File: config.mk
export PLATFORM = sky130hd
export DESIGN_NAME = ll_req_resp_intf
export DESIGN_NICKNAME = d
export VERILOG_FILES = /design/src/rtl/ll_pkg.sv /design/src/rtl/ll_sync_fifo.sv /design/src/rtl/ll_req_resp_intf.sv
export SDC_FILE = /design/constraint.sdc
export NUM_CORES = 1
export LEC_CHECK = 0
export BUFFER_PORTS_ARGS = -buffer_cell sky130_fd_sc_hd__buf_2
export CAP_MARGIN = 30
export CORE_UTILIZATION = 47
export CTS_CLUSTER_SIZE = 14
export DETAILED_ROUTE_END_ITERATION = 16
export PLACE_DENSITY = 0.76
export SLEW_MARGIN = 25
export SYNTH_ARGS = -nofsm -noshare
export SYNTH_HDL_FRONTEND = slang
export SYNTH_SLANG_ARGS = --single-unit
File: constraint.sdc
create_clock -name clk -period 1.5 [get_ports clk]
set_input_delay 0.225 -clock clk [delete_from_list [all_inputs] [get_ports clk]]
set_output_delay 0.225 -clock clk [all_outputs]
set_load 0.05 [all_outputs]
File: src/rtl/ll_pkg.sv
// Shared types and default widths for the linked-list engine read front end.
package ll_pkg;

   localparam int PTR_WD     = 4;
   localparam int WR_DATA_WD = 8;

   typedef struct packed {
      logic              pop;
      logic [PTR_WD-1:0] pos;
   } t_ll_rd_req;

   typedef enum logic [1:0] {
      IDLE  = 2'd0,
      ISSUE = 2'd1,
      RESP  = 2'd2
   } t_rd_intf_st;

endpackage

File: src/rtl/ll_sync_fifo.sv
// Small synchronous FIFO with a combinational head output (no read latency).
// Pointers carry one extra wrap bit so full and empty fall out of pointer compares.
module ll_sync_fifo #(
   parameter int WIDTH = 5,
   parameter int DEPTH = 4
) (
   input  logic             clk,
   input  logic             reset_n,
   input  logic             push,
   input  logic [WIDTH-1:0] din,
   input  logic             pop,
   output logic             full,
   output logic             empty,
   output logic [WIDTH-1:0] dout
);

   localparam int AW = $clog2(DEPTH);

   logic [AW:0]      r_wr_ptr;
   logic [AW:0]      r_rd_ptr;
   logic [WIDTH-1:0] r_mem [DEPTH];
   logic             w_push_en;
   logic             w_pop_en;

   assign empty = (r_wr_ptr == r_rd_ptr);
   assign full  = (r_wr_ptr[AW-1:0] == r_rd_ptr[AW-1:0]) && (r_wr_ptr[AW] != r_rd_ptr[AW]);
   assign dout  = r_mem[r_rd_ptr[AW-1:0]];

   // A simultaneous pop frees the slot being written, so push is legal even when full.
   assign w_push_en = push && (!full || pop);
   assign w_pop_en  = pop && !empty;

   always_ff @(posedge clk or negedge reset_n) begin
      if (!reset_n) begin
         r_wr_ptr <= '0;
         r_rd_ptr <= '0;
      end else begin
         if (w_push_en) r_wr_ptr <= r_wr_ptr + 1'b1;
         if (w_pop_en)  r_rd_ptr <= r_rd_ptr + 1'b1;
      end
   end

   always_ff @(posedge clk) begin
      if (w_push_en) r_mem[r_wr_ptr[AW-1:0]] <= din;
   end

endmodule

File: src/rtl/ll_req_resp_intf.sv
// Host read/pop request front end: buffers requests, issues one at a time to the
// read controller and returns responses. Bounds check enabled by LL_RD_BOUNDS_CHK_EN.
module ll_req_resp_intf #(
   parameter int PTR_WD         = ll_pkg::PTR_WD,
   parameter int WR_DATA_WD     = ll_pkg::WR_DATA_WD,
   parameter int REQ_FIFO_DEPTH = 4
) (
   input  logic                  clk,
   input  logic                  reset_n,
   input  logic                  host_rd_req_vld,
   input  logic                  host_rd_req_pop,
   input  logic [PTR_WD-1:0]     host_rd_pos,
   output logic                  host_rd_req_rdy,
   output logic                  host_rd_resp_vld,
   output logic [WR_DATA_WD-1:0] host_rd_resp_data,
   output logic                  host_rd_resp_err,
   input  logic                  host_rd_resp_rdy,
   input  logic [PTR_WD:0]       ll_node_cnt,
   output logic                  rd_req_vld,
   output logic                  rd_req_pop,
   output logic [PTR_WD-1:0]     rd_node_at_pos,
   input  logic                  rd_ctrl_ready,
   input  logic                  rd_data_out_vld,
   input  logic [WR_DATA_WD-1:0] rd_data_out
);

   import ll_pkg::*;

   localparam int ENTRY_WD = PTR_WD + 1;

   t_rd_intf_st           r_state;
   t_rd_intf_st           w_state_next;
   logic                  w_fifo_push;
   logic                  w_fifo_pop;
   logic                  w_fifo_full;
   logic                  w_fifo_empty;
   logic [ENTRY_WD-1:0]   w_fifo_din;
   logic [ENTRY_WD-1:0]   w_fifo_dout;
   logic                  w_head_pop;
   logic [PTR_WD-1:0]     w_head_pos;
   logic                  w_reject;
   logic                  r_req_pop;
   logic [PTR_WD-1:0]     r_req_pos;
   logic [WR_DATA_WD-1:0] r_resp_data;
   logic                  r_resp_err;

   assign w_fifo_din      = {host_rd_req_pop, host_rd_pos};
   assign w_fifo_push     = host_rd_req_vld && !w_fifo_full;
   assign host_rd_req_rdy = !w_fifo_full;
   assign {w_head_pop, w_head_pos} = w_fifo_dout;

   ll_sync_fifo #(
      .WIDTH (ENTRY_WD),
      .DEPTH (REQ_FIFO_DEPTH)
   ) u_req_fifo (
      .clk     (clk),
      .reset_n (reset_n),
      .push    (w_fifo_push),
      .din     (w_fifo_din),
      .pop     (w_fifo_pop),
      .full    (w_fifo_full),
      .empty   (w_fifo_empty),
      .dout    (w_fifo_dout)
   );

`ifdef LL_RD_BOUNDS_CHK_EN
   assign w_reject = w_head_pop ? (ll_node_cnt == '0)
                                : ({1'b0, w_head_pos} >= ll_node_cnt);
`else
   logic w_unused_node_cnt;
   assign w_unused_node_cnt = ^ll_node_cnt;
   assign w_reject          = 1'b0;
`endif

   always_ff @(posedge clk or negedge reset_n) begin
      if (!reset_n) r_state <= IDLE;
      else          r_state <= w_state_next;
   end

   always_comb begin
      w_state_next = r_state;
      w_fifo_pop   = 1'b0;
      case (r_state)
         IDLE: begin
            if (!w_fifo_empty && rd_ctrl_ready) begin
               w_fifo_pop   = 1'b1;
               w_state_next = w_reject ? RESP : ISSUE;
            end
         end
         ISSUE:   if (rd_data_out_vld)  w_state_next = RESP;
         RESP:    if (host_rd_resp_rdy) w_state_next = IDLE;
         default: w_state_next = IDLE;
      endcase
   end

   always_ff @(posedge clk or negedge reset_n) begin
      if (!reset_n) begin
         r_req_pop   <= 1'b0;
         r_req_pos   <= '0;
         r_resp_data <= '0;
         r_resp_err  <= 1'b0;
      end else if (w_fifo_pop) begin
         r_req_pop   <= w_head_pop;
         r_req_pos   <= w_head_pos;
         r_resp_data <= '0;
         r_resp_err  <= w_reject;
      end else if (r_state == ISSUE && rd_data_out_vld) begin
         r_resp_data <= rd_data_out;
         r_resp_err  <= 1'b0;
      end
   end

   // The controller samples rd_req_vld in its data-valid cycle; masking stops a duplicate start.
   assign rd_req_vld        = (r_state == ISSUE) && !rd_data_out_vld;
   assign rd_req_pop        = r_req_pop;
   assign rd_node_at_pos    = r_req_pos;
   assign host_rd_resp_vld  = (r_state == RESP);
   assign host_rd_resp_data = r_resp_data;
   assign host_rd_resp_err  = r_resp_err;

endmodule

==> results.cfg <==
[die]
dieArea_sq_um = 4069
die_width_um = 63.79
io_pins = 41
row_count = 22
die_y_um = 63.79
start_util_pct = 49.01
core_area_sq_um = 3661

[timing]
fin_crit_ns = 1.583
holdWs_ns = 0.1488
fin_ws_ns = -0.08349
max_freq_mhz = 631.5
finalSetupTns_ns = -1.358
clock_skew_ns = 0.002518
setup_viol = 26
rsz0062_at_grt = yes
finalHoldViolCount = 0
post-route-period-util_pct = 105.6
drv_slew = 0

[setup_path]
reg2reg_setup_slack_ns = -0.07
r2r_start = u_req_fifo.r_wr_ptr[0]
crit_path_max_fanout = 3
worst_setup_path_end_kind = output pin
worst_ep_required_time_ns = 1.27
arrival_ns = 1.36
path_class = register to output pin
reg2regPathDepth = 4
startpoint = u_req_fifo.r_wr_ptr[2]
regToRegEndpoint = rd_node_at_pos[1]
start_kind = register

[synthesis]
syn_area_per_cell_sq_um = 16.46
ys_seq_area_share_pct = 62.76
yosysWarningCount = 0
ys_seq_elements = 41
syn-cell-area_sq_um = 1794
synthDistinctLibCells = 30
syn_inst = 109
syn_nets = 138

[pwr]
p_per_area_nw_per_um2 = 2521
ir_drop_mv = 1.286
power_uw = 5852
p_leak_uw = 0.001083

[final_layout]
multi_input_area_sq_um = 633.1
seq_area_sq_um = 1129
drive_gt1_share_pct = 53.01
syn2layout_area_growth_pct = 29.36
nets = 194
fin_area_sq_um = 2321
n_antenna_cell = 0
nFillCells = 281

[global_route]
grt_pass1_vias = 1076
overflow = 0
grt_max_degree = 22
track_usage_pct = 16.11
antenna_found_initial = 0
grt_pass1_wl_um = 4740

[routing]
drt-initial-drc-count = 47
dr.pass1.iters = 4
drtAntennaViolNets = 0
drc = 0
wl_per_cell_um = 13.83
viasPerCell = 4.869
vias = 1042
route.final.wire_length_um = 2960

[status]
outcome = finished with violations
violations = setup timing

[clock_network]
tritoncts = done
cts_made_buffers = 5
htree_levels = 2
clock-sinks = 41
clk-insertion-delay-late_ns = 0.29
clk_pin_slew_ns = 0.07
root_buffer = clkbuf_8
clockBufferDepth = 2

[place]
portBuffers = 34
dp_hpwl_um = 2119
gp_congestion = 0.7073
postPlaceCellArea_sq_um = 2096

[worst_hold_path]
min_to = u_req_fifo.r_mem[3][3]
whs_path_depth = 1
min-delay-start = host_rd_pos[3]
hold_path_class = input pin to register

[run]
maxCapViolations = 0
## state kept, by name (all words and copies together) (netlist names)
register             count
u_req_fifo.r_wr_ptr      3
host_rd_resp_data        8
u_req_fifo.r_rd_ptr      3
rd_node_at_pos           4
u_req_fifo.r_mem        20
rd_req_pop               1
r_state                  2
## how the worst max path moves through the flow
| stage | cells past startpoint | to | slack [ns] |
|---|---|---|---|
| final | 5 | host_rd_req_rdy | -0.08 |
| after global placement | 3 | u_req_fifo.r_rd_ptr[1] | -0.11 |
| after CTS | 5 | host_rd_req_rdy | -0.10 |
| after global routing | 5 | host_rd_req_rdy | -0.14 |
| after floorplan | 6 | r_state[0] | -0.03 |
| after detailed placement | 3 | rd_node_at_pos[1] | -0.16 |
## cells in the final DEF, fill, tap and decap left out
cell type,n
buf_2,32
edfxtp_1,20
dfrtp_1,19
buf_4,14
mux2i_1,8
nor2_1,8
buf_6,7
mux2_4,6
mux4_2,5
ha_1,5
clkbuf_8,5
inv_1,4
and2_4,3
xor2_1,3
xor2_2,2
xnor2_2,2
xnor2_1,2
dfrtp_2,2
a31oi_2,1
nand2_1,1
a31oi_1,1
nor3b_4,1
nand2b_1,1
nand3_2,1
nor3b_2,1
o31a_2,1
nand3b_1,1
o311ai_0,1
o21ai_0,1
mux2_2,1
or2_1,1
conb_1,1
bufinv_16,1
clkinv_4,1
clkinvlp_4,1
dlygate4sd3_1,1
buf_8,1
## cells in the mapped netlist
master    instances  share of area, %
buf_2             1              0.28
dfrtp_1          21                29
mux2i_1           8               4.5
or2_1             1              0.35
nand2_1           1              0.21
clkbuf_1          1              0.21
xnor2_1           4               2.0
buf_4             1              0.42
mux4_1            5               7.3
and2_1            3               1.0
buf_6             2               1.3
a31oi_2           1              0.70
ha_1              5               3.5
nand2b_1          1              0.35
inv_1             4              0.84
mux2_2            1              0.63
conb_1            1              0.21
buf_8             1              0.84
nand3_1           1              0.28
o31a_1            1              0.49
edfxtp_1         20                33
xor2_1            4               2.0
nor3b_1           2              0.84
a31oi_1           1              0.35
nor2_1            8               1.7
o21ai_0           1              0.28
xor2_2            1              0.91
nand3b_1          1              0.42
mux2_4            6               5.0
o311ai_0          1              0.49
## where the power goes
group / total [uW] / internal (uW) / switching (uW)
Sequential: 1890 / 1620 / 271
Clock: 857 / 497 / 359
Combinational: 3110 / 1400 / 1700
Total: 5850 / 3520 / 2330
## critical path: stages, from the launching register on
cell and delay, ns:
dfrtp_1 0.41, xor2_2 0.19, buf_4 0.15, buf_6 0.11, nand3_2 0.06, buf_8 0.14
## per-layer routing
layer  track usage (%)  vias to the layer above  wire, um
met5                 0                        -         0
met4             5.966                        0        23
met3             5.000                        3       132
met2             28.99                       33      1528
met1             17.64                      506      1275
li1                  -                      500         -
## cell type report
cell class,instances,share of cell area (%)
clock buffers,5,2.965
clock inverters,3,1.995
inverters,4,0.6469
multi-input cells,58,27.28
flip-flops and latches,41,48.63
well taps,48,2.588
repair buffers,55,15.90
## logic make-up (layout without fill, tap and decap cells)
logic type	count (synthesis)	after routing	share of synthesized area (%)
xor gates and xnor gates	9	9	4.812
other	1	1	0.2090
DFF	41	41	62.76
AOI/OAI and AO/OA	5	5	2.301
buffers and inverters	10	67	3.835
and+or+nand+nor	18	18	5.160
adders and majority gates	5	5	3.487
muxes	20	20	17.43
## through the flow
stage	std cells	setup slack, ns	utilization, %
global placement	201	-0.1071	57.25
CTS	210	-0.1039	61.65
floorplan	109	-0.02617	-
detailed placement	201	-0.1571	57.25
finish	214	-0.08349	63.40
global route	214	-0.1374	63.40
## repair_timing
action	in CTS	in global routing
setup buffers	0	4
hold buffers	1	0
endpoints found under the hold margin	21	0
endpoints found under the setup margin	34	39
resized for setup	23	8
pin swaps	1	3
No activity file was read; power rests on OpenSTA's default activity.
